### config.mk
export PLATFORM = sky130hd
export DESIGN_NAME = smem_sched
export DESIGN_NICKNAME = d
export VERILOG_FILES = /design/src/rtl/smem_pkg.sv /design/src/rtl/smem_port_mux.sv /design/src/rtl/smem_sched.sv
export SDC_FILE = /design/constraint.sdc
export NUM_CORES = 1
export LEC_CHECK = 0
export ABC_CLOCK_PERIOD_IN_PS = 2900
export BUFFER_PORTS_ARGS = -buffer_cell sky130_fd_sc_hd__buf_2
export CAP_MARGIN = 25
export CORE_ASPECT_RATIO = 1.2
export CORE_MARGIN = 2
export CORE_UTILIZATION = 30
export CTS_CLUSTER_SIZE = 40
export DETAILED_ROUTE_END_ITERATION = 6
export GPL_TIMING_DRIVEN = 0
export PLACE_DENSITY = 0.82
export SLEW_MARGIN = 20
export SYNTH_ARGS = -nofsm -noshare
export SYNTH_HDL_FRONTEND = slang
export SYNTH_HIERARCHICAL = 1
export SYNTH_SLANG_ARGS = --single-unit
### constraint.sdc
create_clock -name clk -period 2.9 [get_ports clk]
set_clock_uncertainty 0.15 [all_clocks]
set_input_delay 0.29 -clock clk [delete_from_list [all_inputs] [get_ports clk]]
set_output_delay 0.29 -clock clk [all_outputs]
set_load 0.03 [all_outputs]
### src/rtl/smem_pkg.sv
// Shared types and defaults for the RC4 S-memory sequencer.
// Phase encoding is visible on the phase output and must stay stable.
package smem_pkg;

  localparam int unsigned DataWidthDef  = 8;
  localparam int unsigned WdogCyclesDef = 4096;

  typedef enum logic [2:0] {
    PhIdle = 3'd0,
    PhRst  = 3'd1,
    PhInit = 3'd2,
    PhKsa  = 3'd3,
    PhPrga = 3'd4,
    PhDone = 3'd5,
    PhErr  = 3'd6
  } phase_e;

  // Watchdog counter is at least 13 bits wide and always wide enough to reach the limit.
  function automatic int unsigned wdog_width(input int unsigned cycles);
    int unsigned w;
    w = $clog2(cycles + 1);
    return (w < 13) ? 13 : w;
  endfunction

endpackage

### src/rtl/smem_port_mux.sv
// Combinational 3:1 grant mux for the single S-memory port, keyed by the sequencer phase.
// Only the granted client's request reaches memory; all other write enables are dropped.
module smem_port_mux
  import smem_pkg::*;
#(
  parameter int unsigned DATA_WIDTH = DataWidthDef
) (
  input  phase_e                phase_i,
  input  logic [DATA_WIDTH-1:0] init_address_i,
  input  logic [DATA_WIDTH-1:0] init_data_i,
  input  logic                  init_wren_i,
  input  logic [DATA_WIDTH-1:0] ksa_address_i,
  input  logic [DATA_WIDTH-1:0] ksa_data_i,
  input  logic                  ksa_wren_i,
  input  logic [DATA_WIDTH-1:0] prga_address_i,
  input  logic [DATA_WIDTH-1:0] prga_data_i,
  input  logic                  prga_wren_i,
  output logic [DATA_WIDTH-1:0] mem_address_o,
  output logic [DATA_WIDTH-1:0] mem_data_o,
  output logic                  mem_wren_o
);

  always_comb begin
    mem_address_o = '0;
    mem_data_o    = '0;
    mem_wren_o    = 1'b0;
    case (phase_i)
      PhInit: begin
        mem_address_o = init_address_i;
        mem_data_o    = init_data_i;
        mem_wren_o    = init_wren_i;
      end
      PhKsa: begin
        mem_address_o = ksa_address_i;
        mem_data_o    = ksa_data_i;
        mem_wren_o    = ksa_wren_i;
      end
      PhPrga: begin
        mem_address_o = prga_address_i;
        mem_data_o    = prga_data_i;
        mem_wren_o    = prga_wren_i;
      end
      default: ;
    endcase
  end

endmodule

### src/rtl/smem_sched.sv
// RC4 sequencer: runs init -> KSA -> PRGA clients and owns the single S-memory port.
// Define SMEM_WDOG_EN to enable the per-phase watchdog that can park the sequencer in ERR.
module smem_sched
  import smem_pkg::*;
#(
  parameter int unsigned DATA_WIDTH  = DataWidthDef,
  parameter int unsigned WDOG_CYCLES = WdogCyclesDef
) (
  input  logic                  clk,
  input  logic                  rst,
  input  logic                  start,
  output logic                  busy,
  output logic                  done,
  output logic                  error,
  output logic [2:0]            phase,
  output logic                  sub_rst,
  output logic                  init_start,
  output logic                  ksa_start,
  output logic                  prga_start,
  input  logic                  init_finish,
  input  logic                  ksa_finish,
  input  logic                  prga_finish,
  input  logic [DATA_WIDTH-1:0] init_address,
  input  logic [DATA_WIDTH-1:0] init_data,
  input  logic                  init_wren,
  input  logic [DATA_WIDTH-1:0] ksa_address,
  input  logic [DATA_WIDTH-1:0] ksa_data,
  input  logic                  ksa_wren,
  input  logic [DATA_WIDTH-1:0] prga_address,
  input  logic [DATA_WIDTH-1:0] prga_data,
  input  logic                  prga_wren,
  output logic [DATA_WIDTH-1:0] mem_address,
  output logic [DATA_WIDTH-1:0] mem_data,
  output logic                  mem_wren,
  input  logic [DATA_WIDTH-1:0] mem_q,
  output logic [DATA_WIDTH-1:0] q
);

  phase_e     state_q, state_d;
  logic [2:0] start_q, start_d;
  logic       wdog_trip;

`ifdef SMEM_WDOG_EN
  localparam int unsigned WdogW = wdog_width(WDOG_CYCLES);

  logic [WdogW-1:0] wdog_q, wdog_d;
  logic             running;

  assign running   = (state_q == PhInit) || (state_q == PhKsa) || (state_q == PhPrga);
  // Trips in the last allowed cycle so a phase gets exactly WDOG_CYCLES cycles.
  assign wdog_trip = running && (wdog_q >= WdogW'(WDOG_CYCLES - 1));

  always_comb begin
    wdog_d = wdog_q;
    if (state_d != state_q) begin
      wdog_d = '0;
    end else if (running) begin
      wdog_d = wdog_q + 1'b1;
    end
  end

  always_ff @(posedge clk or posedge rst) begin
    if (rst) begin
      wdog_q <= '0;
    end else begin
      wdog_q <= wdog_d;
    end
  end
`else
  logic unused_wdog;
  assign unused_wdog = ^WDOG_CYCLES;
  assign wdog_trip   = 1'b0;
`endif

  always_ff @(posedge clk or posedge rst) begin
    if (rst) begin
      state_q <= PhIdle;
      start_q <= '0;
    end else begin
      state_q <= state_d;
      start_q <= start_d;
    end
  end

  always_comb begin
    state_d = state_q;
    unique case (state_q)
      PhIdle, PhDone, PhErr: if (start) state_d = PhRst;
      PhRst:  state_d = PhInit;
      PhInit: begin
        if (init_finish)    state_d = PhKsa;
        else if (wdog_trip) state_d = PhErr;
      end
      PhKsa: begin
        if (ksa_finish)     state_d = PhPrga;
        else if (wdog_trip) state_d = PhErr;
      end
      PhPrga: begin
        if (prga_finish)    state_d = PhDone;
        else if (wdog_trip) state_d = PhErr;
      end
      default: state_d = PhIdle;
    endcase
    // Registered pulses land in the first cycle of the phase being entered.
    start_d[0] = (state_d == PhInit) && (state_q != PhInit);
    start_d[1] = (state_d == PhKsa)  && (state_q != PhKsa);
    start_d[2] = (state_d == PhPrga) && (state_q != PhPrga);
  end

  always_comb begin
    busy    = 1'b0;
    done    = 1'b0;
    error   = 1'b0;
    sub_rst = 1'b0;
    unique case (state_q)
      PhIdle: sub_rst = 1'b1;
      PhRst: begin
        sub_rst = 1'b1;
        busy    = 1'b1;
      end
      PhInit, PhKsa, PhPrga: busy = 1'b1;
      PhDone: done = 1'b1;
      PhErr: begin
        sub_rst = 1'b1;
`ifdef SMEM_WDOG_EN
        error   = 1'b1;
`endif
      end
      default: sub_rst = 1'b1;
    endcase
  end

  assign phase      = state_q;
  assign init_start = start_q[0];
  assign ksa_start  = start_q[1];
  assign prga_start = start_q[2];
  assign q          = mem_q;

  smem_port_mux #(
    .DATA_WIDTH (DATA_WIDTH)
  ) u_port_mux (
    .phase_i        (state_q),
    .init_address_i (init_address),
    .init_data_i    (init_data),
    .init_wren_i    (init_wren),
    .ksa_address_i  (ksa_address),
    .ksa_data_i     (ksa_data),
    .ksa_wren_i     (ksa_wren),
    .prga_address_i (prga_address),
    .prga_data_i    (prga_data),
    .prga_wren_i    (prga_wren),
    .mem_address_o  (mem_address),
    .mem_data_o     (mem_data),
    .mem_wren_o     (mem_wren)
  );

endmodule

# [Yosys cells after proc, flatten, opt, wreduce, memory -nomap -nowiden]
# Cells that the tools add are included.
[op_classes] n_reduce_logical=7 eq_ne=12 muxes=11
[ops] op="$pmux 8 s3" count=2
[ops] op="$pmux 3 s5" count=1
[ops] op="$eq 3x2->1 const B" count=4
[ops] op="$eq 3x3->1 const B" count=4
[ops] op="$mux 3" count=4
[ops] op="$reduce_or 4->1" count=2
[ops] op="$ne 3x2->1 const B" count=2
[ops] op="$eq 3x1->1 const B" count=1
[ops] op="$logic_and 1x1->1" count=3
[ops] op="$logic_not 3->1" count=1
[ops] op="$mux 1" count=3
[ops] op="$ne 3x3->1 const B" count=1
[ops] op="$pmux 1 s3" count=1
[ops] op="$reduce_or 3->1" count=1
[word_totals] ff_bits=6 output_inout_bits=35

# [Logic depth before layout (Yosys ltp)]
[depth] word_depth=5 depth_mapped=4

# [Hierarchy]
# Netlist, hierarchy kept.
[by_module_without_submodules] module="smem_sched" instances=1 area_each_um2=384.1 cells_per_inst=42
[by_module_without_submodules] module="smem_port_mux" instances=1 area_each_um2=382.9 cells_per_inst=41

# [Least setup slack after synthesis]
# OpenSTA, ideal clock, no wires.
[synth_path] kind="register to output" startpoint="register state_q[0], in the netlist phase[0]" endpoint="output mem_address[2]" arrival_ns=1.617 path_stages_with_launch=5 n_path_buf=2 path_slack_ns=0.843 path_cell_list="dfrtp_1 > buf_6 > buf_4 > mux2i_1 > o2bb2ai_1"
[synth_via] elab_chain_cells=2 elab_cells_between_ends=4 cone_classes="eq/ne (3); mux (1)"
[synth_lines] element="start, declared" line="smem_sched.sv:39" text="phase_e state_q, state_d;"
[synth_lines] element="start signal, assigned" line="smem_sched.sv:77" text="state_q <= PhIdle;"
[synth_lines] element="start signal, assigned" line="smem_sched.sv:80" text="state_q <= state_d;"
[synth_lines] element="$eq 3x3->1 / $eq 3x2->1 (equally long branches)" line="smem_port_mux.sv:27" text="case (phase_i)"
[synth_lines] element="$pmux 8 s3 *" line="smem_port_mux.sv:27"
[synth_lines] element="end, declared" line="smem_sched.sv:32" text="output logic [DATA_WIDTH-1:0] mem_address,"
# Mark *: on every way between the ends. The rest lies on a longest branch, timed or not.

# [Worst setup path in the final report]
[layout_path] startpoint="register state_q[0], in the netlist phase[0]" endpoint="output mem_data[3]"
[layout_via] elab_chain_cells=2 elab_cells_between_ends=4 cone_classes="eq/ne (3); mux (1)"
[layout_lines] element="$eq 3x3->1 / $eq 3x2->1 (equally long branches)" line="smem_port_mux.sv:27"
[layout_lines] element="$pmux 8 s3 *" line="smem_port_mux.sv:27"
[layout_lines] element="end, declared" line="smem_sched.sv:33" text="output logic [DATA_WIDTH-1:0] mem_data,"
# Marked as above.

==> impl_metrics.json <==
{
  "setup_viol": 0,
  "floorplan.core_area_mm2": 0.00248,
  "endpoint_kind": "output pin",
  "synthesis.area_um2": 767,
  "grt_overflow": 0,
  "cts_inserted_buffers": 3,
  "synth_warnings": 6,
  "p_sw_share_pct": 58.6,
  "synth_top_cell_by_area": "mux2i_1",
  "min_period_over_period_pct": 77.1,
  "dp_cells": 206,
  "outcome": "finished, final reports clean",
  "drive_gt1_share_pct": 62.1,
  "p_per_area_mw_per_mm2": 1090,
  "clockBufferDepth": 2,
  "power_frac_seq_pct": 11.3,
  "maxSlewViolCount": 0,
  "cts_root_buf": "clkbuf_4",
  "hold_viol": 0,
  "cp_max_fo": 10,
  "cts_resized": 0,
  "synthArstFlopShare_pct": 100,
  "drt_first_pass_iters": 4,
  "grt_pass1_vias": 815,
  "fin_cells": 210,
  "die_y_um": 59.4,
  "die_width_um": 50.2,
  "dp_slack_ns": 0.908,
  "design_area_mm2": 0.00129,
  "placementRows": 20,
  "avgRoutedWirePerCell_um": 11.5,
  "start_util_pct": 31.0,
  "hpwl_mm": 2.05,
  "vias_per_cell": 4.54,
  "synthTopCellsByArea": "mux2i_1, dfrtp_1, o2bb2ai_1",
  "syn_area_per_cell_um2": 9.24,
  "power.share.clock_pct": 5.4,
  "placed_cell_area_mm2": 0.00126,
  "syn-num-nets": 148,
  "p_total_mw": 1.40,
  "min_period_ns": 2.24,
  "grt_antenna_before_repair": 0,
  "finalSetupTns_ns": 0,
  "num_io_pins": 100,
  "power_leakage_nw": 0.729,
  "rsz0062_at_grt": "false",
  "start_kind": "register",
  "vias": 954,
  "setup_slack_ns": 0.664,
  "clk_latency_ns": 0.25,
  "htree_levels": 1,
  "p_comb_share_pct": 83.2,
  "clk_pin_slew_worst_paths_ns": 0.04,
  "drc": 0,
  "grt_pass1_wl_mm": 3.37,
  "drt_iter0_drc": 13,
  "grt_usage_pct": 14.6,
  "critPathRequiredTime_ns": 2.46,
  "synth_flop_cell": "dfrtp_1",
  "postRouteAntennaNets": 0,
  "synthTopCellsByCount": "mux2i_1, o2bb2ai_1, buf_4",
  "synthDistinctLibCells": 25,
  "crit_type": "reg2out",
  "hold_path_class": "in2reg",
  "synth_top_cell_area_share_pct": 22.2,
  "clock.fmax_ghz": 0.447,
  "dieArea_mm2": 0.00298,
  "maxCapViolCount": 0,
  "yosys_register_bits": 6,
  "synth_cells": 83,
  "ir_drop_mv": 1.02,
  "antenna_cells": 0,
  "drt_wl_total_mm": 2.42,
  "intPower_mw": 0.580,
  "area_growth_pct": 68.4,
  "cts_tree": "yes",
  "switching_power_mw": 0.822,
  "worstPathArrival_ns": 1.80,
  "grt_max_degree": 11,
  "clock_sinks": 6,
  "synth_edf_count": 0,
  "fin_nets": 244,
  "port_buffers": 90,
  "gp_congestion": 0.671,
  "ys_seq_area_share_pct": 19.6
}
[cells in the final DEF (no fill, tap or decap), drive strengths merged, types with 3 or more instances in the layout]
cell / netlist / layout
o2bb2ai: 17 / 17
clkbuf: 1 / 4
buf: 15 / 105
nor2: 6 / 6
mux2i: 17 / 17
nand2b: 3 / 3
dfrtp: 6 / 6
[stage by stage]
stage	util (%)	hold slack, ns
6_report	52.1	0.157
4_1_cts	52.1	0.140
3_3_place_gp	50.8	0.0537
2_1_floorplan	-	-0.0690
3_5_place_dp	50.8	0.0544
5_1_grt	52.1	0.159
[registers in the layout (all words and copies together) (netlist names)]
name	flops
phase	3
start_q	3
[path summary, 6_finish.rpt]
check                      depth (start not counted)  slack, ns              endpoint          startpoint
setup / recovery                                   5       0.66           mem_data[3]  phase[0]$_DFF_PP0_
min in group asynchronous                          3       0.35  start_q[2]$_DFF_PP0_                 rst
hold reg to reg                                    1       0.48  start_q[1]$_DFF_PP0_  phase[0]$_DFF_PP0_
setup reg to reg                                   4       1.54    phase[0]$_DFF_PP0_  phase[1]$_DFF_PP0_
max in group asynchronous                          3       2.07  start_q[1]$_DFF_PP0_                 rst
hold / removal                                     2       0.16    phase[1]$_DFF_PP0_               start
[layout make-up]
class | count | area [um^2]
multi-input combinational | 59 | 480
buffer | 16 | 129
clock buffer | 3 | 22.5
tap | 33 | 41.3
timing repair buffer | 91 | 460
inverter | 2 | 7.51
sequential | 6 | 150
fill | 250 | 1190
[critical path, cell delays in order, from the launching register on]
cell and delay, ns:
dfrtp_1 0.47, buf_6 0.20, nor3b_4 0.35, buf_6 0.20
o2bb2ai_1 0.11, buf_2 0.21
[routing by layer]
layer / global-route usage (%) / wire length (um)
met3: 5.05 / 347
met5: 0 / 0
met4: 5.95 / 21
met2: 28.8 / 1270
met1: 13.3 / 773
[power by group through the flow]
stage | combinational, mW | clock [mW] | sequential (mW)
final | 1.17 | 0.0763 | 0.159
after global routing | 1.24 | 0.0876 | 0.165
after CTS | 1.17 | 0.0806 | 0.160
after detailed placement | 1.17 | 0 | 0.161
after global placement | 1.16 | 0 | 0.161
after floorplan | 0.814 | 0 | 0.222
[cell families after synthesis]
| kind of cell | count (synthesis) | share of synthesized area (%) |
|---|---|---|
| AOI/OAI and AO/OA | 24 | 25.3 |
| muxes | 17 | 22.2 |
| other | 1 | 0.489 |
| xor gates and xnor gates | 2 | 3.26 |
| buffers and inverters | 18 | 17.8 |
| DFF | 6 | 19.6 |
| and+or+nand+nor | 15 | 11.4 |
[timing repair]
action                                 4_1_cts  5_1_grt
buffers inserted                             0        0
hold buffers                                 1        0
endpoints found under the hold margin        6        0
(Power assumes the default switching activity.)
